==> src/rtl/alu_spi_master_if.sv <==
// Request/response handshake plus SPI pins for the ALU SPI master.
//   master : view taken by alu_spi_master (drives nss/mosi, owns req_ready/rsp_*)
//   slave  : view taken by whoever feeds requests, consumes results and models the SPI slave
// Signals:
//   req_valid/req_ready/req_opcode/req_opa/req_opb : request channel
//   rsp_valid/rsp_ready/rsp_data                   : response channel
//   busy                                           : master is mid-transaction
//   spi_nss/spi_mosi/spi_miso                      : serial link, bit clock = system clock
interface alu_spi_master_if;
  logic        req_valid;
  logic        req_ready;
  logic [1:0]  req_opcode;
  logic [31:0] req_opa;
  logic [31:0] req_opb;
  logic        rsp_valid;
  logic        rsp_ready;
  logic [31:0] rsp_data;
  logic        busy;
  logic        spi_nss;
  logic        spi_mosi;
  logic        spi_miso;

  modport master (
    input  req_valid, req_opcode, req_opa, req_opb, rsp_ready, spi_miso,
    output req_ready, rsp_valid, rsp_data, busy, spi_nss, spi_mosi
  );

  modport slave (
    output req_valid, req_opcode, req_opa, req_opb, rsp_ready, spi_miso,
    input  req_ready, rsp_valid, rsp_data, busy, spi_nss, spi_mosi
  );
endinterface

==> src/rtl/alu_spi_master.sv <==
// SPI master for the 4-op ALU slave. Takes one request, sends a 66-bit
// command frame {opcode, opa, opb} MSB first, waits GAP_CYCLES with nss high,
// then opens a response frame and shifts in the 32-bit result MSB first.
// One bit per system clock; no separate sclk.
// Ports:
//   clock : system clock, rising edge
//   reset : asynchronous, active-high
//   bus   : alu_spi_master_if.master (request, response, busy, SPI pins)
// Parameters:
//   CMD_LEAD   : cycles from nss falling to first mosi bit
//   GAP_CYCLES : nss-high cycles between frames (1..255)
//   RSP_LEAD   : cycles from nss falling to first miso sample (0..15)
//
// state       | meaning
// ------------+---------------------------------------------------------
// S_IDLE      | waiting for a request, req_ready high, nss high
// S_CMD_LEAD  | nss low, mosi 0, counting down the command lead-in
// S_CMD_SHIFT | driving the 66 command bits, one per cycle
// S_GAP       | nss high while the slave computes
// S_RSP_LEAD  | nss low, counting down before the first miso sample
// S_RSP_SHIFT | sampling 32 result bits from miso
// S_DONE      | result presented, waiting for rsp_ready
module alu_spi_master #(
  parameter int unsigned CMD_LEAD   = 2,
  parameter int unsigned GAP_CYCLES = 8,
  parameter int unsigned RSP_LEAD   = 3
) (
  input  logic             clock,
  input  logic             reset,
  alu_spi_master_if.master bus
);

  typedef enum logic [2:0] {
    S_IDLE,
    S_CMD_LEAD,
    S_CMD_SHIFT,
    S_GAP,
    S_RSP_LEAD,
    S_RSP_SHIFT,
    S_DONE
  } state_t;

  // Timer reload values; the timers are down-counters that expire at zero,
  // so a lead/gap of N cycles reloads with N-1.
  localparam logic [7:0] CMD_LEAD_M1 = 8'(CMD_LEAD - 1);
  localparam logic [7:0] GAP_M1      = 8'(GAP_CYCLES - 1);
  localparam logic [7:0] RSP_LEAD_M1 = 8'(RSP_LEAD - 1);

  state_t      state;
  logic [65:0] frame;
  logic [6:0]  bit_cnt;
  logic [7:0]  tmr;
  logic [31:0] shreg;

  logic        req_ready_r;
  logic        busy_r;
  logic        nss_r;
  logic        mosi_r;
  logic        rsp_valid_r;
  logic [31:0] rsp_data_r;

  assign bus.req_ready = req_ready_r;
  assign bus.busy      = busy_r;
  assign bus.spi_nss   = nss_r;
  assign bus.spi_mosi  = mosi_r;
  assign bus.rsp_valid = rsp_valid_r;
  assign bus.rsp_data  = rsp_data_r;

  always_ff @(posedge clock or posedge reset) begin
    if (reset) begin
      state       <= S_IDLE;
      frame       <= '0;
      bit_cnt     <= '0;
      tmr         <= '0;
      shreg       <= '0;
      req_ready_r <= 1'b1;
      busy_r      <= 1'b0;
      nss_r       <= 1'b1;
      mosi_r      <= 1'b0;
      rsp_valid_r <= 1'b0;
      rsp_data_r  <= '0;
    end else begin
      case (state)
        S_IDLE: begin
          if (bus.req_valid && req_ready_r) begin
            req_ready_r <= 1'b0;
            busy_r      <= 1'b1;
            nss_r       <= 1'b0;
            if (CMD_LEAD == 0) begin
              // No lead-in: the first bit goes out on the edge that drops nss,
              // so the frame is stored already shifted past it.
              mosi_r  <= bus.req_opcode[1];
              frame   <= {bus.req_opcode[0], bus.req_opa, bus.req_opb, 1'b0};
              bit_cnt <= 7'd65;
              state   <= S_CMD_SHIFT;
            end else begin
              frame <= {bus.req_opcode, bus.req_opa, bus.req_opb};
              tmr   <= CMD_LEAD_M1;
              state <= S_CMD_LEAD;
            end
          end
        end

        S_CMD_LEAD: begin
          if (tmr == 8'd0) begin
            mosi_r  <= frame[65];
            frame   <= {frame[64:0], 1'b0};
            bit_cnt <= 7'd65;
            state   <= S_CMD_SHIFT;
          end else begin
            tmr <= tmr - 8'd1;
          end
        end

        // bit_cnt = bits still to send after the one currently on mosi
        S_CMD_SHIFT: begin
          if (bit_cnt == 7'd0) begin
            nss_r  <= 1'b1;
            mosi_r <= 1'b0;
            tmr    <= GAP_M1;
            state  <= S_GAP;
          end else begin
            mosi_r  <= frame[65];
            frame   <= {frame[64:0], 1'b0};
            bit_cnt <= bit_cnt - 7'd1;
          end
        end

        S_GAP: begin
          if (tmr == 8'd0) begin
            nss_r <= 1'b0;
            if (RSP_LEAD == 0) begin
              bit_cnt <= 7'd31;
              state   <= S_RSP_SHIFT;
            end else begin
              tmr   <= RSP_LEAD_M1;
              state <= S_RSP_LEAD;
            end
          end else begin
            tmr <= tmr - 8'd1;
          end
        end

        S_RSP_LEAD: begin
          if (tmr == 8'd0) begin
            bit_cnt <= 7'd31;
            state   <= S_RSP_SHIFT;
          end else begin
            tmr <= tmr - 8'd1;
          end
        end

        S_RSP_SHIFT: begin
          shreg <= {shreg[30:0], bus.spi_miso};
          if (bit_cnt == 7'd0) begin
            nss_r       <= 1'b1;
            rsp_data_r  <= {shreg[30:0], bus.spi_miso};
            rsp_valid_r <= 1'b1;
            state       <= S_DONE;
          end else begin
            bit_cnt <= bit_cnt - 7'd1;
          end
        end

        S_DONE: begin
          if (bus.rsp_ready) begin
            rsp_valid_r <= 1'b0;
            req_ready_r <= 1'b1;
            busy_r      <= 1'b0;
            state       <= S_IDLE;
          end
        end

        default: state <= S_IDLE;
      endcase
    end
  end

endmodule
==> src/flat_wrapper.sv <==
// flat-port wrapper written by rule: the top's interface ports become plain ports
module alu_spi_master_flat 
#(
  parameter int unsigned CMD_LEAD   = 2,
  parameter int unsigned GAP_CYCLES = 8,
  parameter int unsigned RSP_LEAD   = 3
)
  (clock, reset, bus_req_valid, bus_req_opcode, bus_req_opa, bus_req_opb, bus_rsp_ready, bus_spi_miso, bus_req_ready, bus_rsp_valid, bus_rsp_data, bus_busy, bus_spi_nss, bus_spi_mosi);
  alu_spi_master_if bus_i ();
  input  logic clock;
  input  logic reset;
  input wire logic [$bits(bus_i.req_valid)-1:0] bus_req_valid;
  input wire logic [$bits(bus_i.req_opcode)-1:0] bus_req_opcode;
  input wire logic [$bits(bus_i.req_opa)-1:0] bus_req_opa;
  input wire logic [$bits(bus_i.req_opb)-1:0] bus_req_opb;
  input wire logic [$bits(bus_i.rsp_ready)-1:0] bus_rsp_ready;
  input wire logic [$bits(bus_i.spi_miso)-1:0] bus_spi_miso;
  output wire logic [$bits(bus_i.req_ready)-1:0] bus_req_ready;
  output wire logic [$bits(bus_i.rsp_valid)-1:0] bus_rsp_valid;
  output wire logic [$bits(bus_i.rsp_data)-1:0] bus_rsp_data;
  output wire logic [$bits(bus_i.busy)-1:0] bus_busy;
  output wire logic [$bits(bus_i.spi_nss)-1:0] bus_spi_nss;
  output wire logic [$bits(bus_i.spi_mosi)-1:0] bus_spi_mosi;
  assign bus_i.req_valid = bus_req_valid;
  assign bus_i.req_opcode = bus_req_opcode;
  assign bus_i.req_opa = bus_req_opa;
  assign bus_i.req_opb = bus_req_opb;
  assign bus_i.rsp_ready = bus_rsp_ready;
  assign bus_i.spi_miso = bus_spi_miso;
  assign bus_req_ready = bus_i.req_ready;
  assign bus_rsp_valid = bus_i.rsp_valid;
  assign bus_rsp_data = bus_i.rsp_data;
  assign bus_busy = bus_i.busy;
  assign bus_spi_nss = bus_i.spi_nss;
  assign bus_spi_mosi = bus_i.spi_mosi;
  alu_spi_master #(.CMD_LEAD(CMD_LEAD), .GAP_CYCLES(GAP_CYCLES), .RSP_LEAD(RSP_LEAD)) u_core (.clock(clock), .reset(reset), .bus(bus_i));
endmodule
==> config.mk <==
export PLATFORM = sky130hd
export DESIGN_NAME = alu_spi_master_flat
export DESIGN_NICKNAME = d
export VERILOG_FILES = /design/src/rtl/alu_spi_master_if.sv /design/src/rtl/alu_spi_master.sv /design/src/flat_wrapper.sv
export SDC_FILE = /design/constraint.sdc
export NUM_CORES = 1
export LEC_CHECK = 0
export ABC_AREA = 1
export CORE_MARGIN = 5
export CORE_UTILIZATION = 49
export CTS_CLUSTER_DIAMETER = 40
export DETAILED_ROUTE_END_ITERATION = 7
export GPL_TIMING_DRIVEN = 0
export PLACE_DENSITY_LB_ADDON = 0.08
export SLEW_MARGIN = 20
export SYNTH_ARGS = -nofsm -noshare
export SYNTH_HDL_FRONTEND = slang
export SYNTH_SLANG_ARGS = --single-unit
==> constraint.sdc <==
create_clock -name clock -period 4.7 [get_ports clock]
set_input_delay 0.47 -clock clock [delete_from_list [all_inputs] [get_ports clock]]
set_output_delay 0.47 -clock clock [all_outputs]
set_load 0.01 [all_outputs]
==> results.toml <==
[run_status]
outcome = "finished, final reports clean"

[cts]
cts_tree = "built"
root_buffer = "clkbuf_16"
ctsResizeCount = 0
cts_setup_buffers = 0
hold_buffers = 0
cts.sinks = 152
cts_buffer_depth = 2
clock_latency_ns = 0.42
cts.reportedPaths.clkPinSlew_ns = 0.07
cts_made_buffers = 17
h-tree-depth = 4

[drt]
drt_first_pass_iters = 6
wl_met1_um = 7670
dr_total_vias = 6189
wl_per_cell_um = 12.7
wl_met2_um = 7460
avgViaCountPerCell = 4.82
wl_met3_um = 824
detail-route-antenna-nets = 0
drt-initial-drc-count = 329
wirelength_um = 16200
top_layer_used = "met4"
drc = 0

[synthesis]
synth-seq-cells = 152
synth_top_area_cell = "dfrtp_1"
synth_cells = 959
yosys-top-cells-count = "546 x nand2_1, 150 x dfrtp_1, 80 x o21ai_0"
syn_area_um2 = 7100
synth_fp_nets = 1032
synth.top_cell.area_share = 0.529
synth_edf_count = 0
yosysWarnings = 0
ys_seq_area_frac = 0.536
synthFlopType = "dfrtp_1"
synthArstFlopShare = 1.00
syn_avg_cell_area_um2 = 7.41
yosys-top-cells-area = "dfrtp_1 53%, nand2_1 29%, o21ai_0 5.6%"
yosysUniqueCellTypes = 25
synth_most_common_cell = "nand2_1"

[final_layout]
n_antenna_cell = 0
fillers = 1270
area_growth_pct = 27.6
drive_gt1_frac = 0.0637
postLayoutCellArea_um2 = 9060
multiInputGateArea_um2 = 2830
seq_area_um2 = 3810
fin_nets = 1159

[timing]
drv_slew = 0
worst_pin_slew_ns = 0.518
hold-worst-slack_ns = 0.478
setup_viol_count_final = 0
period_needed_ns = 2.10
max_freq_ghz = 0.476
fin_tns_setup_ns = 0
relSlewSlack = 0.655
fin_crit_sh = 0.447
rsz0062_at_grt = "false"
finalClockSkew_ns = 0.00724
hold_viol = 0

[setup_path]
crit_path_end_kind = "flip-flop"
cp_max_fo = 10
rrSetupSlack_ns = 2.60
critPathRequiredTime_ns = 4.99
cp-start-kind = "flip-flop"
cp.arrival_ns = 2.39
crit_type = "reg2reg"

[placed_design]
postPlaceCellArea_um2 = 8440
hpwl_um = 11100
port-buffer-count = 107
gp_congestion = 0.833

[grt]
antenna_found_initial = 0
grt.total_usage = 0.201
grt_pass1_wl_um = 27200
grt_pass1_vias = 5770
grt.overflow.total = 0
grt_max_degree = 79

[pwr]
ir_drop_v = 0.000259
p_leak_nw = 4.73
power_density_nw_per_um2 = 315
total_power_w = 0.00285

[floorplan]
die_w_um = 130
row_count = 44
coreArea_um2 = 14400
io_pins = 108
die_h_um = 130
dieArea_um2 = 17000
initial_utilization = 0.494

[run]
cap_violations = 0

[hold_path]
hp-class = "reg2reg"
cell type report:
type | instances | area share
sequential | 152 | 0.420
multi-input combinational | 700 | 0.313
timing repair buffer | 108 | 0.121
clock buffer | 17 | 0.0470
inverter | 62 | 0.0265
buffer | 45 | 0.0254
tap | 184 | 0.0254
clock inverter | 15 | 0.0215
path summary, 6_finish.rpt:
check                                        from                 endpoint  depth (start not counted)
worst max-delay path            u_core.bit_cnt[0]  u_core.bus.rsp_data[13]                          8
min in group asynchronous                   reset         u_core.frame[21]                          2
worst min register to register   u_core.frame[44]         u_core.frame[44]                          2
worst min-delay path             u_core.frame[44]         u_core.frame[44]                          2
worst max register to register  u_core.bit_cnt[0]  u_core.bus.rsp_data[13]                          8
max in group asynchronous                   reset     u_core.bus.req_ready                          3
per-layer routing:
metal | track usage | up-vias
li1 | - | 3188
met1 | 0.284 | 2847
met2 | 0.308 | 133
met3 | 0.0508 | 21
met4 | 0.0635 | 0
met5 | 0 | -
logic make-up after synthesis:
family | share of synthesized area
AO/OA/AOI/OAI | 0.0631
XOR/XNOR | 0.00247
adder cells (fa/ha/maj) | 0.00352
buffers and inverters | 0.0652
flip-flops | 0.536
AND/OR/NAND/NOR | 0.330
worst max-delay path, stage by stage, from the launching register on:
cell	delay (ns)
dfrtp_1	0.38
inv_1	0.08
ha_1	0.22
nand2_1	0.08
nor2_1	0.30
nand2_1	0.33
clkbuf_1	0.35
nand2_1	0.12
o21ai_0	0.09
state kept, by name (all words and copies together), names as in the netlist, 3 cells and up:
register             flops
u_core.state             3
u_core.frame            66
u_core.shreg            31
u_core.tmr               8
u_core.bus.rsp_data     32
u_core.bit_cnt           7
placed cells by master (no fill, tap or decap), drive strengths merged:
master         netlist  routed
nand2              550     550
dfrtp              150     150
clkdlybuf4s50        0     107
o21ai               82      82
inv                 62      72
clkbuf              21      38
nor2                29      29
buf                 24      25
nand3               24      24
nand4                3       3
a21oi                3       3
ha                   2       2
bufinv               0       2
dfstp                2       2
clkinv               0       2
nand3b               1       1
xor2                 1       1
nor3                 1       1
xnor2                1       1
o21a                 1       1
o21bai               1       1
o211ai               1       1
clkinvlp             0       1
report_power, final:
group / switching [W] / internal (W) / total [W]
Combinational: 0.0000499 / 0.0000639 / 0.000114
Sequential: 0 / 0.00131 / 0.00131
Clock: 0.000618 / 0.000816 / 0.00143
per-stage QoR:
| step | std cells | utilization | worst slack (ns) |
|---|---|---|---|
| global route | 1283 | 0.630 | 2.36 |
| floorplan | 959 | - | 0.140 |
| global placement | 1250 | 0.585 | -2.07 |
| detailed placement | 1251 | 0.587 | 2.55 |
| finish | 1283 | 0.630 | 2.60 |
| CTS | 1283 | 0.630 | 2.60 |
(Power assumes the default switching activity.)
